### src/rtl/up_axi_master_if.sv
// AXI4-Lite master bus bundle used by up_axi_master.
interface up_axi_master_if;
  logic        awvalid;
  logic [31:0] awaddr;
  logic        awready;
  logic        wvalid;
  logic [31:0] wdata;
  logic [3:0]  wstrb;
  logic        wready;
  logic        bvalid;
  logic [1:0]  bresp;
  logic        bready;
  logic        arvalid;
  logic [31:0] araddr;
  logic        arready;
  logic        rvalid;
  logic [31:0] rdata;
  logic [1:0]  rresp;
  logic        rready;

  modport master (
    output awvalid, awaddr, wvalid, wdata, wstrb, bready, arvalid, araddr, rready,
    input  awready, wready, bvalid, bresp, arready, rvalid, rdata, rresp
  );

  modport slave (
    input  awvalid, awaddr, wvalid, wdata, wstrb, bready, arvalid, araddr, rready,
    output awready, wready, bvalid, bresp, arready, rvalid, rdata, rresp
  );
endinterface

### src/rtl/up_axi_master.sv
// Bridges single-word up_* register requests onto an AXI4-Lite master port,
// one transaction at a time, with a per-transaction timeout.
module up_axi_master #(
  parameter logic [31:0] AXI_BASE_ADDR  = 32'h0000_0000,
  parameter int unsigned TIMEOUT_CYCLES = 255
) (
  input  logic        up_clk,
  input  logic        up_rstn,
  input  logic        up_wreq,
  input  logic [13:0] up_waddr,
  input  logic [31:0] up_wdata,
  output logic        up_wack,
  input  logic        up_rreq,
  input  logic [13:0] up_raddr,
  output logic [31:0] up_rdata,
  output logic        up_rack,
  output logic        up_err,
  up_axi_master_if.master m_axi
);

  localparam int unsigned CNT_W    = 16;
  localparam logic [CNT_W-1:0] TO_LIMIT = CNT_W'(TIMEOUT_CYCLES);
  localparam logic [31:0] TO_RDATA = 32'hdead_dead;

  localparam logic [2:0] ST_IDLE    = 3'd0;
  localparam logic [2:0] ST_WR_REQ  = 3'd1;
  localparam logic [2:0] ST_WR_RESP = 3'd2;
  localparam logic [2:0] ST_RD_REQ  = 3'd3;
  localparam logic [2:0] ST_RD_RESP = 3'd4;

  logic [2:0]       state_q, state_d;
  logic [CNT_W-1:0] cnt_q, cnt_d;
  logic             awvalid_q, awvalid_d;
  logic             wvalid_q, wvalid_d;
  logic             bready_q, bready_d;
  logic             arvalid_q, arvalid_d;
  logic             rready_q, rready_d;
  logic [31:0]      awaddr_q, awaddr_d;
  logic [31:0]      wdata_q, wdata_d;
  logic [31:0]      araddr_q, araddr_d;
  logic             rd_pend_q, rd_pend_d;
  logic [13:0]      pend_addr_q, pend_addr_d;
  logic             wack_d, rack_d, err_d;
  logic [31:0]      rdata_d;
  logic             timeout;

  function automatic logic [31:0] byte_addr(input logic [13:0] word_addr);
    return AXI_BASE_ADDR | {16'd0, word_addr, 2'b00};
  endfunction

  assign m_axi.awvalid = awvalid_q;
  assign m_axi.awaddr  = awaddr_q;
  assign m_axi.wvalid  = wvalid_q;
  assign m_axi.wdata   = wdata_q;
  assign m_axi.wstrb   = 4'hf;
  assign m_axi.bready  = bready_q;
  assign m_axi.arvalid = arvalid_q;
  assign m_axi.araddr  = araddr_q;
  assign m_axi.rready  = rready_q;

  assign timeout = (state_q != ST_IDLE) && (cnt_q == TO_LIMIT);

  // Next-state and next-output logic; a timeout overrides any channel progress.
  always_comb begin
    state_d     = state_q;
    cnt_d       = (state_q == ST_IDLE) ? '0 : cnt_q + CNT_W'(1);
    awvalid_d   = awvalid_q;
    wvalid_d    = wvalid_q;
    bready_d    = bready_q;
    arvalid_d   = arvalid_q;
    rready_d    = rready_q;
    awaddr_d    = awaddr_q;
    wdata_d     = wdata_q;
    araddr_d    = araddr_q;
    rd_pend_d   = rd_pend_q;
    pend_addr_d = pend_addr_q;
    wack_d      = 1'b0;
    rack_d      = 1'b0;
    err_d       = 1'b0;
    rdata_d     = up_rdata;

    case (state_q)
      ST_IDLE: begin
        if (rd_pend_q) begin
          // Read deferred behind a simultaneous write goes out first.
          rd_pend_d = 1'b0;
          arvalid_d = 1'b1;
          araddr_d  = byte_addr(pend_addr_q);
          state_d   = ST_RD_REQ;
        end else if (up_wreq) begin
          awvalid_d = 1'b1;
          wvalid_d  = 1'b1;
          awaddr_d  = byte_addr(up_waddr);
          wdata_d   = up_wdata;
          state_d   = ST_WR_REQ;
          if (up_rreq) begin
            rd_pend_d   = 1'b1;
            pend_addr_d = up_raddr;
          end
        end else if (up_rreq) begin
          arvalid_d = 1'b1;
          araddr_d  = byte_addr(up_raddr);
          state_d   = ST_RD_REQ;
        end
      end
      ST_WR_REQ: begin
        if (awvalid_q && m_axi.awready) awvalid_d = 1'b0;
        if (wvalid_q && m_axi.wready)   wvalid_d  = 1'b0;
        if ((!awvalid_q || m_axi.awready) && (!wvalid_q || m_axi.wready)) begin
          bready_d = 1'b1;
          state_d  = ST_WR_RESP;
        end
      end
      ST_WR_RESP: begin
        if (m_axi.bvalid) begin
          bready_d = 1'b0;
          wack_d   = 1'b1;
          err_d    = (m_axi.bresp != 2'b00);
          state_d  = ST_IDLE;
        end
      end
      ST_RD_REQ: begin
        if (m_axi.arready) begin
          arvalid_d = 1'b0;
          rready_d  = 1'b1;
          state_d   = ST_RD_RESP;
        end
      end
      ST_RD_RESP: begin
        if (m_axi.rvalid) begin
          rready_d = 1'b0;
          rack_d   = 1'b1;
          rdata_d  = m_axi.rdata;
          err_d    = (m_axi.rresp != 2'b00);
          state_d  = ST_IDLE;
        end
      end
      default: state_d = ST_IDLE;
    endcase

    if (timeout) begin
      awvalid_d = 1'b0;
      wvalid_d  = 1'b0;
      bready_d  = 1'b0;
      arvalid_d = 1'b0;
      rready_d  = 1'b0;
      err_d     = 1'b1;
      state_d   = ST_IDLE;
      if (state_q == ST_WR_REQ || state_q == ST_WR_RESP) begin
        wack_d = 1'b1;
        rack_d = 1'b0;
      end else begin
        wack_d  = 1'b0;
        rack_d  = 1'b1;
        rdata_d = TO_RDATA;
      end
    end
  end

  // State and output registers.
  always_ff @(posedge up_clk or negedge up_rstn) begin
    if (!up_rstn) begin
      state_q     <= ST_IDLE;
      cnt_q       <= '0;
      awvalid_q   <= 1'b0;
      wvalid_q    <= 1'b0;
      bready_q    <= 1'b0;
      arvalid_q   <= 1'b0;
      rready_q    <= 1'b0;
      awaddr_q    <= '0;
      wdata_q     <= '0;
      araddr_q    <= '0;
      rd_pend_q   <= 1'b0;
      pend_addr_q <= '0;
      up_wack     <= 1'b0;
      up_rack     <= 1'b0;
      up_err      <= 1'b0;
      up_rdata    <= '0;
    end else begin
      state_q     <= state_d;
      cnt_q       <= cnt_d;
      awvalid_q   <= awvalid_d;
      wvalid_q    <= wvalid_d;
      bready_q    <= bready_d;
      arvalid_q   <= arvalid_d;
      rready_q    <= rready_d;
      awaddr_q    <= awaddr_d;
      wdata_q     <= wdata_d;
      araddr_q    <= araddr_d;
      rd_pend_q   <= rd_pend_d;
      pend_addr_q <= pend_addr_d;
      up_wack     <= wack_d;
      up_rack     <= rack_d;
      up_err      <= err_d;
      up_rdata    <= rdata_d;
    end
  end

endmodule

### src/flat_wrapper.sv
// flat-port wrapper written by rule: the top's interface ports become plain ports
module up_axi_master_flat 
#(
  parameter logic [31:0] AXI_BASE_ADDR  = 32'h0000_0000,
  parameter int unsigned TIMEOUT_CYCLES = 255
)
  (up_clk, up_rstn, up_wreq, up_waddr, up_wdata, up_wack, up_rreq, up_raddr, up_rdata, up_rack, up_err, m_axi_awvalid, m_axi_awaddr, m_axi_wvalid, m_axi_wdata, m_axi_wstrb, m_axi_bready, m_axi_arvalid, m_axi_araddr, m_axi_rready, m_axi_awready, m_axi_wready, m_axi_bvalid, m_axi_bresp, m_axi_arready, m_axi_rvalid, m_axi_rdata, m_axi_rresp);
  up_axi_master_if m_axi_i ();
  input  logic up_clk;
  input  logic up_rstn;
  input  logic up_wreq;
  input  logic [13:0] up_waddr;
  input  logic [31:0] up_wdata;
  output logic up_wack;
  input  logic up_rreq;
  input  logic [13:0] up_raddr;
  output logic [31:0] up_rdata;
  output logic up_rack;
  output logic up_err;
  output wire logic [$bits(m_axi_i.awvalid)-1:0] m_axi_awvalid;
  output wire logic [$bits(m_axi_i.awaddr)-1:0] m_axi_awaddr;
  output wire logic [$bits(m_axi_i.wvalid)-1:0] m_axi_wvalid;
  output wire logic [$bits(m_axi_i.wdata)-1:0] m_axi_wdata;
  output wire logic [$bits(m_axi_i.wstrb)-1:0] m_axi_wstrb;
  output wire logic [$bits(m_axi_i.bready)-1:0] m_axi_bready;
  output wire logic [$bits(m_axi_i.arvalid)-1:0] m_axi_arvalid;
  output wire logic [$bits(m_axi_i.araddr)-1:0] m_axi_araddr;
  output wire logic [$bits(m_axi_i.rready)-1:0] m_axi_rready;
  input wire logic [$bits(m_axi_i.awready)-1:0] m_axi_awready;
  input wire logic [$bits(m_axi_i.wready)-1:0] m_axi_wready;
  input wire logic [$bits(m_axi_i.bvalid)-1:0] m_axi_bvalid;
  input wire logic [$bits(m_axi_i.bresp)-1:0] m_axi_bresp;
  input wire logic [$bits(m_axi_i.arready)-1:0] m_axi_arready;
  input wire logic [$bits(m_axi_i.rvalid)-1:0] m_axi_rvalid;
  input wire logic [$bits(m_axi_i.rdata)-1:0] m_axi_rdata;
  input wire logic [$bits(m_axi_i.rresp)-1:0] m_axi_rresp;
  assign m_axi_awvalid = m_axi_i.awvalid;
  assign m_axi_awaddr = m_axi_i.awaddr;
  assign m_axi_wvalid = m_axi_i.wvalid;
  assign m_axi_wdata = m_axi_i.wdata;
  assign m_axi_wstrb = m_axi_i.wstrb;
  assign m_axi_bready = m_axi_i.bready;
  assign m_axi_arvalid = m_axi_i.arvalid;
  assign m_axi_araddr = m_axi_i.araddr;
  assign m_axi_rready = m_axi_i.rready;
  assign m_axi_i.awready = m_axi_awready;
  assign m_axi_i.wready = m_axi_wready;
  assign m_axi_i.bvalid = m_axi_bvalid;
  assign m_axi_i.bresp = m_axi_bresp;
  assign m_axi_i.arready = m_axi_arready;
  assign m_axi_i.rvalid = m_axi_rvalid;
  assign m_axi_i.rdata = m_axi_rdata;
  assign m_axi_i.rresp = m_axi_rresp;
  up_axi_master #(.AXI_BASE_ADDR(AXI_BASE_ADDR), .TIMEOUT_CYCLES(TIMEOUT_CYCLES)) u_core (.up_clk(up_clk), .up_rstn(up_rstn), .up_wreq(up_wreq), .up_waddr(up_waddr), .up_wdata(up_wdata), .up_wack(up_wack), .up_rreq(up_rreq), .up_raddr(up_raddr), .up_rdata(up_rdata), .up_rack(up_rack), .up_err(up_err), .m_axi(m_axi_i));
endmodule
### config.mk
export PLATFORM = sky130hd
export DESIGN_NAME = up_axi_master_flat
export DESIGN_NICKNAME = d
export VERILOG_FILES = /design/src/rtl/up_axi_master_if.sv /design/src/rtl/up_axi_master.sv /design/src/flat_wrapper.sv
export SDC_FILE = /design/constraint.sdc
export NUM_CORES = 1
export LEC_CHECK = 0
export CAP_MARGIN = 20
export CORE_ASPECT_RATIO = 0.6
export CORE_UTILIZATION = 35
export CTS_BUF_LIST = sky130_fd_sc_hd__clkbuf_4
export DETAILED_ROUTE_END_ITERATION = 16
export HOLD_SLACK_MARGIN = 0.06
export PLACE_DENSITY = 0.75
export SETUP_SLACK_MARGIN = 0.02
export SLEW_MARGIN = 20
export SYNTH_ARGS = -nofsm -noshare
export SYNTH_HDL_FRONTEND = slang
export SYNTH_SLANG_ARGS = --single-unit
### constraint.sdc
create_clock -name up_clk -period 2.7 [get_ports up_clk]
set_input_delay 0.405 -clock up_clk [delete_from_list [all_inputs] [get_ports up_clk]]
set_output_delay 0.405 -clock up_clk [all_outputs]
set_load 0.05 [all_outputs]
== Word level (Yosys, flattened, before mapping) ==
Index checks and enable logic that the tools add are counted.

* Add/sub/neg operators: 1
* Equality and inequality tests: 17
* Bitwise gates (word level): 1
* Reduce and logical (&&, ||, !) cells: 27
* Multiplexer cells: 54

{| class="wikitable"
|+ Operators with widths
! cell !! count
|-
| 32-bit 2-to-1 mux || 7
|-
| 1-bit 2-to-1 mux || 31
|-
| 3-bit 2-to-1 mux || 8
|-
| 16-bit by 1-bit adder with 16-bit output, second input constant || 1
|-
| 16-bit by 8-bit == test with 1-bit output, second input constant || 1
|-
| 16-bit 2-to-1 mux || 1
|-
| 4-bit AND reduction || 4
|-
| 3-bit one-hot mux with 5 select lines || 1
|-
| 3-bit nonzero test || 5
|-
| 3-bit by 2-bit != test with 1-bit output, second input constant || 4
|-
| 1-bit one-hot mux with 2 select lines || 6
|-
| 3-bit AND reduction || 4
|-
| 3-bit by 1-bit != test with 1-bit output, second input constant || 3
|-
| 4-bit by 2-bit != test with 1-bit output, second input constant || 2
|-
| 3-bit by 2-bit == test with 1-bit output, second input constant || 2
|-
| 2-bit nonzero test || 3
|-
| 5-bit by 3-bit != test with 1-bit output, second input constant || 1
|-
| 5-bit AND reduction || 1
|-
| 1-bit logical AND || 4
|-
| 3-bit by 1-bit == test with 1-bit output, second input constant || 1
|-
| 3-bit == test, second input constant || 1
|-
| 3-bit logical NOT || 1
|-
| 1-bit logical OR || 3
|-
| 3-bit != test, second input constant || 1
|-
| other kinds (3) || 4
|}

* Logic and storage cells: 116
* Input bits: 105
* Flip-flop bits (word level): 152

== Depth between registers and ports, before layout ==
Gate-level depths: netlist of the first run.

* Depth in word-level cells: 6
* Gate-level depth with buffers: 7
* Mapped depth without buffers: 5

== Worst setup path before layout of the first run ==
No wires, ideal clock.

* Path kind: reg2reg
* From: register u_core.state_q[2]
* To: register u_core.awaddr_q[10] (netlist: u_core.m_axi.awaddr[10])
* Setup time: 125 ps
* Stages on the path, launching flop included: 8
* Period minus slack after synthesis: 1993 ps
* Required time: 2575 ps
* Slack: 707 ps
* Buffers on the path: 4
* Data arrival time: 1869 ps
* Cells stage by stage: dfrtp_1 clkbuf_1 or3_1 buf_2 nor3b_4 buf_4 buf_6 mux2_2

* Longest elaborated chain between the ends: 2

{| class="wikitable"
|+ RTL lines
! what !! line !! text
|-
| from (decl) || up_axi_master.sv:31 || <nowiki>logic [2:0] state_q, state_d;</nowiki>
|-
| from (signal assigned) || up_axi_master.sv:180 || <nowiki>state_q <= state_d;</nowiki>
|-
| 3-bit logical NOT || up_axi_master.sv:82 || <nowiki>case (state_q)</nowiki>
|-
| 3-bit AND reduction (no line) || n/a ||
|-
| to (signal assigned) || up_axi_master.sv:187 || <nowiki>awaddr_q <= awaddr_d;</nowiki>
|-
| to (decl) || up_axi_master.sv:38 || <nowiki>logic [31:0] awaddr_q, awaddr_d;</nowiki>
|}

Every way passes these cells.
A chain may end at the register's enable or synchronous reset.

== Worst setup path in the final report of the first run ==
* From: register u_core.state_q[0]
* To: register u_core.pend_addr_q[9]

* Longest elaborated chain between the ends: 2

{| class="wikitable"
|+ RTL lines
! what !! line !! text
|-
| 3-bit logical NOT || up_axi_master.sv:82 ||
|-
| 4-bit AND reduction (no line) || n/a ||
|-
| to (signal assigned) || up_axi_master.sv:191 || <nowiki>pend_addr_q <= pend_addr_d;</nowiki>
|-
| to (decl) || up_axi_master.sv:42 || <nowiki>logic [13:0] pend_addr_q, pend_addr_d;</nowiki>
|}

Every way passes these cells.

==> results of run 1 <==
==> power by group through the flow <==
stage / combinational, mW / clock [mW] / sequential (mW)
floorplan: 1.63 / 0 / 5.92
global placement: 6.09 / 0 / 3.41
detailed placement: 6.14 / 0 / 3.45
CTS: 6.16 / 1.43 / 3.42
global route: 6.44 / 1.52 / 3.53
finish: 6.11 / 1.38 / 3.41
==> how the worst max path moves through the flow <==
stage                                       startpoint                                  end
floorplan                u_core.state_q[2]$_DFFE_PN0P_  u_core.m_axi.awaddr[10]$_DFFE_PN0P_
global placement         u_core.state_q[0]$_DFFE_PN0P_   u_core.pend_addr_q[12]$_DFFE_PN0P_
detailed placement       u_core.state_q[0]$_DFFE_PN0P_    u_core.pend_addr_q[9]$_DFFE_PN0P_
CTS                 u_core.m_axi.wdata[28]$_DFFE_PN0P_                      m_axi_wdata[28]
global route             u_core.state_q[0]$_DFFE_PN0P_    u_core.pend_addr_q[9]$_DFFE_PN0P_
finish                   u_core.state_q[0]$_DFFE_PN0P_    u_core.pend_addr_q[9]$_DFFE_PN0P_
==> worst max-delay path, cell delays in order, from the launching register on <==
cell     delay (ps)
dfrtp_1         510
or3_1           570
nor3b_4         300
nand2_2         320
mux2_4          390
==> layout make-up <==
cell class | instances | area [µm²] | area share (%)
Clock buffer | 17 | 128 | 1.54
Clock inverter | 14 | 161 | 1.95
Inverter | 4 | 15.0 | 0.181
Multi-Input combinational cell | 346 | 2180 | 26.3
Sequential cell | 134 | 3350 | 40.4
Tap cell | 228 | 285 | 3.44
Timing Repair Buffer | 217 | 2170 | 26.1
==> registers in the layout, summed over array words and instances, names as in the netlist <==
register	count
u_core.cnt_q	16
u_core.m_axi.awvalid	1
u_core.pend_addr_q	14
u_core.state_q	3
u_core.up_err	1
u_core.m_axi.rready	1
u_core.m_axi.awaddr	14
u_core.m_axi.araddr	14
u_core.rd_pend_q	1
u_core.m_axi.wdata	32
u_core.m_axi.wvalid	1
u_core.m_axi.arvalid	1
u_core.up_wack	1
u_core.up_rdata	32
u_core.up_rack	1
u_core.m_axi.bready	1
==> cells by family after synthesis <==
group | count (synthesis) | synth area share [%]
adders and majority gates | 1 | 0.214
DFF | 134 | 57.4
xor gates and xnor gates | 11 | 1.65
other | 2 | 0.129
AOI/OAI and AO/OA | 51 | 4.71
and+or+nand+nor | 169 | 13.6
muxes | 74 | 14.5
buffers and inverters | 70 | 7.73
==> metal layers <==
metal / part of all wire, % / vias to the layer above
met5: 0 / -
met4: 1.3 / 0
met3: 10 / 14
met2: 45 / 136
met1: 44 / 2110
li1: - / 2075
==> cell usage in the layout, fill, tap and decap left out, types with 3 or more instances in the layout <==
| master | instances |
|---|---|
| a31oi_1 | 3 |
| clkdlybuf4s50_1 | 203 |
| or3_1 | 4 |
| a21oi_1 | 20 |
| nor4_1 | 4 |
| dfrtp_1 | 134 |
| clkbuf_4 | 17 |
| nand2_1 | 86 |
| nor2b_1 | 3 |
| inv_6 | 7 |
| xnor2_1 | 10 |
| nand3_1 | 30 |
| mux2_2 | 51 |
| nand4_1 | 3 |
| inv_1 | 4 |
| nor3_1 | 5 |
| mux2i_1 | 14 |
| nor3b_1 | 3 |
| buf_4 | 10 |
| o21ai_0 | 21 |
| conb_1 | 40 |
| mux2_4 | 9 |
| nand2b_1 | 4 |
| nor2_1 | 16 |
==> results.ini, run 1 <==
[status]
status = complete, no violations

[logic_synthesis]
synth_top_area_share_pct = 57.4
yosysMostFrequentCell = dfrtp_1
async_reset_ff_share_pct = 100
yosys.area.top_type = dfrtp_1
synth.area.top_cells = dfrtp_1, mux2_2, nand2_1
yosysUniqueCellTypes = 39
synth_cells = 512
synth-seq-area-share_pct = 57.4
ys.flop_type = dfrtp_1
syn_avg_cell_area_um2 = 11.4
yosys_warnings = 0
synth_common_cells = dfrtp_1, nand2_1, mux2_2
synth_area_mm2 = 0.00584
synth_edf_count = 0
yosys_register_bits = 134

[sta]
tightest_slew_ps = 631
hold_violations = 0
fin_crit_ps = 2200
setup_violations = 0
fmax_ghz = 0.454
setup_slack_ps = 495
finalCritPeriodShare_pct = 81.7
slew_headroom_pct = 57.8
fin_skew_ps = 25.9
whs_ps = 422
drv_slew = 0
setup-tns-final_ps = 0
rsz0062_at_grt = false

[drt]
drt-initial-drc-count = 252
wl_per_cell_um = 14.5
firstDrtPassIters = 4
via_per_inst = 4.52
routed-via-count = 4335
drc = 0
antenna_left = 0
totalWireLength_mm = 14.0

[cts]
cts_inserted_buffers = 17
post_cts_buffers = 0
root_buffer = clkbuf_4
htreeDepth = 4
cts_resized = 0
cts_sinks = 134
clock_latency_ps = 520
ctsHoldBuffers = 1
cts_buffer_depth = 2
cts.clk_slew.worst_paths_ps = 140
cts_tree = built

[global_routing]
top_usage_layer = met2
grt_pass1_vias = 4192
grtUsageMet1_pct = 20.9
globalRoute.totalOverflow = 0
grt_pass1_wl_mm = 21.9
grt_max_degree = 67
use_met3_pct = 8.40
grtUsageMet2_pct = 25.0
antenna_found_initial = 0
globalRouteTotalUtil_pct = 16.6

[worst_hold_path]
hp-class = in -> async

[power]
sw_frac_of_total_pct = 47.9
power_density_mw_per_mm2 = 1310
peakVddDrop_mv = 0.775
p_leak_nw = 3.58
pwr-share-comb_pct = 56.1
clkPwrFrac_pct = 12.7
power.total_mw = 10.9
seq_power_share_pct = 31.3
power.internal_mw = 5.68
netSwitchingPower_mw = 5.23

[layout]
final_core_util_pct = 51.0
drive_gt1_share_pct = 14.9
fillers = 1486
insertedDiodeCount = 0
fin_area_mm2 = 0.00830
final_cells = 960
nets = 826
area_delta_synth_final_pct = 42.0

[worst_setup_path]
cp_max_fo = 15
critPathLaunchType = flip-flop
r2r_slack_ps = 500
arrival_ps = 2590
rr_endpoint = u_core.pend_addr_q[9]$_DFFE_PN0P_
crit_required_ps = 3090
r2r-start = u_core.state_q[0]$_DFFE_PN0P_
crit_type = reg -> reg
r2r_cells = 4
end_kind = flip-flop

[floorplanning]
die_h_um = 102
core_mm2 = 0.0163
floorplan.initialDensity_pct = 35.9
num_rows = 36
die_x_um = 169
top_level_ports = 245
die_area_mm2 = 0.0172

[job]
maxCapViolCount = 0

[place]
place_area_mm2 = 0.00800
dp_slack_ps = 517
dp_cells = 928
port_buffers = 204
routabilityCongestion = 0.806
post-dp-hpwl_mm = 10.1

(Power assumes the default switching activity.)
==> inputs of run 2 (changes only) <==
Settings changed: PLACE_DENSITY 0.75 to 0.77.
Clock period 2.7 ns to 1.9 ns, I/O delays scaled along.
==> run 2 against run 1 <==
Net effect: sequential share of layout area is 0.44 points lower; sequential power is 40% higher; total power grew 36%; worst hold slack worse by 200 ps.
==> results.ini, run 2 (same netlist as run 1, synthesis figures left out) <==
[drt]
routed-via-count = 4434  ; +2.3%
antenna_left = 0  ; unchanged
firstDrtPassIters = 4  ; unchanged
totalWireLength_mm = 14.7  ; +5.4%
top_layer = met4
wirelength_met1_mm = 6.53  ; +6.9%
via_per_inst = 4.52  ; +0.20%
met3WireLength_mm = 1.27  ; -9.2%
wl_met2_mm = 6.75  ; +7.8%
drc = 0  ; unchanged
wl_per_cell_um = 15.0  ; +3.3%
drt-initial-drc-count = 250  ; -0.79%

[power]
power.internal_mw = 7.41  ; +30%
peakVddDrop_mv = 1.11  ; +43%
seq_power_share_pct = 32.0  ; +0.7 points
clkPwrFrac_pct = 12.5  ; -0.2 points
pwr-share-comb_pct = 55.5  ; -0.6 points
p_leak_nw = 3.89  ; +8.6%
power_density_mw_per_mm2 = 1770  ; +35%
netSwitchingPower_mw = 7.48  ; +43%
sw_frac_of_total_pct = 50.2  ; +2.3 points

[place]
dp_cells = 941  ; +1.4%
post-dp-hpwl_mm = 10.2  ; +0.71%
port_buffers = 204  ; unchanged
routabilityCongestion = 0.794  ; -1.4%

[global_routing]
antenna_found_initial = 0  ; unchanged
grt_max_degree = 51  ; -24%
globalRouteTotalUtil_pct = 16.9  ; +0.34 points
grt_pass1_wl_mm = 22.4  ; +2.2%
globalRoute.totalOverflow = 0  ; unchanged
grt_pass1_vias = 4339  ; +3.5%

[layout]
layout_common_cells = dfrtp_1, clkdlybuf4s50_1, dlygate4sd2_1
drive_gt1_share_pct = 18.6  ; +3.7 points
nets = 845  ; +2.3%
area_delta_synth_final_pct = 43.5
fillers = 1511  ; +1.7%
insertedDiodeCount = 0  ; unchanged
mostFrequentLayoutCell = dfrtp_1
final_cells = 980  ; +2.1%

[sta]
setup_violations = 0  ; unchanged
slew_headroom_pct = 63.8  ; +6.1 points
hold_violations = 0  ; unchanged
finalCritPeriodShare_pct = 98.9  ; +17 points
fin_skew_ps = 19.0  ; -6.89 ps
whs_ps = 220  ; -201 ps
tightest_slew_ps = 545  ; -86.7 ps
fmax_ghz = 0.532  ; +17%
fin_crit_ps = 1880  ; -325 ps
rsz0062_at_grt = true
drv_slew = 0  ; unchanged

[worst_hold_path]
hp-class = in -> async

[cts]
clock_latency_ps = 540  ; +20 ps
cts_buffer_depth = 2  ; unchanged
root_buffer = clkbuf_4
cts_inserted_buffers = 17  ; unchanged
cts.clk_slew.worst_paths_ps = 130  ; about the same
cts_sinks = 134  ; unchanged
cts_tree = built
htreeDepth = 4  ; unchanged

[worst_setup_path]
critPathLaunchType = flip-flop
cp_max_fo = 24  ; +9
crit_type = reg -> reg
arrival_ps = 2310  ; -280 ps
crit_required_ps = 2330  ; -760 ps
end_kind = flip-flop

[floorplanning]
die_h_um = 102  ; unchanged
die_x_um = 169  ; unchanged
die_area_mm2 = 0.0172  ; unchanged
top_level_ports = 245  ; unchanged
num_rows = 36  ; unchanged
core_mm2 = 0.0163  ; unchanged
floorplan.initialDensity_pct = 35.9  ; unchanged

[status]
status = complete, no violations

[job]
maxCapViolCount = 0  ; unchanged

==> run 2: stage by stage <==
| stage | power (mW) | setup WS, ps | utilization (%) | cell area [µm²] | setup TNS (ps) |
|---|---|---|---|---|---|
| 6_report | 14.9 | 20.3 | 51.6 | 8390 | 0 |
| 5_1_grt | 15.7 | -3.33 | 51.6 | 8390 | -8.95 |
| 4_1_cts | 14.9 | 27.2 | 51.0 | 8300 | 0 |
| 3_5_place_dp | 13.7 | 6.45 | 50.0 | 8130 | 0 |
| 3_3_place_gp | 13.6 | 31.0 | 50.0 | 8130 | 0 |
| 2_1_floorplan | 10.8 | -46.8 | - | 6010 | -1020 |
==> run 2: worst max-delay path, cell delays in order, from the launching register on <==
cell     delay (ps)
dfrtp_1         420
or3_4           420
nor3b_4         210
buf_6           170
buf_12          190
mux2_2          360
==> run 2: layer usage <==
metal  vias up  GRT usage, %
li1       2121             -
met1      2149          21.3
met2       149          26.3
met3        15          7.01
met4         0          6.29
met5         -             0
==> run 2: power by group through the flow <==
stage          clock (mW)  combinational, mW  sequential [mW]
6_report             1.86               8.27             4.76
3_5_place_dp            0               8.86             4.84
4_1_cts              1.93               8.23             4.76
5_1_grt              2.06               8.72             4.93
2_1_floorplan           0               2.36             8.41
3_3_place_gp            0               8.76             4.80
==> run 2: repair_timing <==
action                                 CTS  global route
setup endpoints to repair              115            51
cloned                                   0             2
resized for setup                       92             5
setup buffers                            0             4
pin swaps                                0             2
endpoints found under the hold margin   78             0
hold buffers                             1             0
==> run 2: area by class of cell <==
type	count	area, µm²	area share, %
Clock inverter	15	143	1.70
Clock buffer	17	128	1.52
Multi-Input combinational cell	346	2210	26.4
Sequential cell	134	3350	40.0
Tap cell	228	285	3.40
Timing Repair Buffer	236	2250	26.8
Inverter	4	15.0	0.179
==> run 2: path summary, 6_finish.rpt <==
| kind | start | end | slack, ps | depth (start not counted) |
|---|---|---|---|---|
| max | u_core.state_q[2]$_DFFE_PN0P_ | u_core.m_axi.wdata[25]$_DFFE_PN0P_ | 20 | 5 |
| min | up_rstn | u_core.m_axi.wdata[29]$_DFFE_PN0P_ | 220 | 2 |
| max reg2reg | u_core.state_q[2]$_DFFE_PN0P_ | u_core.m_axi.wdata[25]$_DFFE_PN0P_ | 20 | 5 |
| min reg2reg | u_core.m_axi.araddr[14]$_DFFE_PN0P_ | u_core.m_axi.araddr[14]$_DFFE_PN0P_ | 490 | 2 |
| max in group asynchronous | up_rstn | u_core.pend_addr_q[9]$_DFFE_PN0P_ | 1010 | 3 |
| min in group up_clk | m_axi_rdata[4] | u_core.up_rdata[4]$_DFF_PN0_ | 270 | 3 |
==> inputs of run 3 (changes only) <==
Settings changed: CTS_CLUSTER_SIZE from default to 14.
==> results of run 3 <==
Final layout, timing and power as in run 2 (identical DEF).
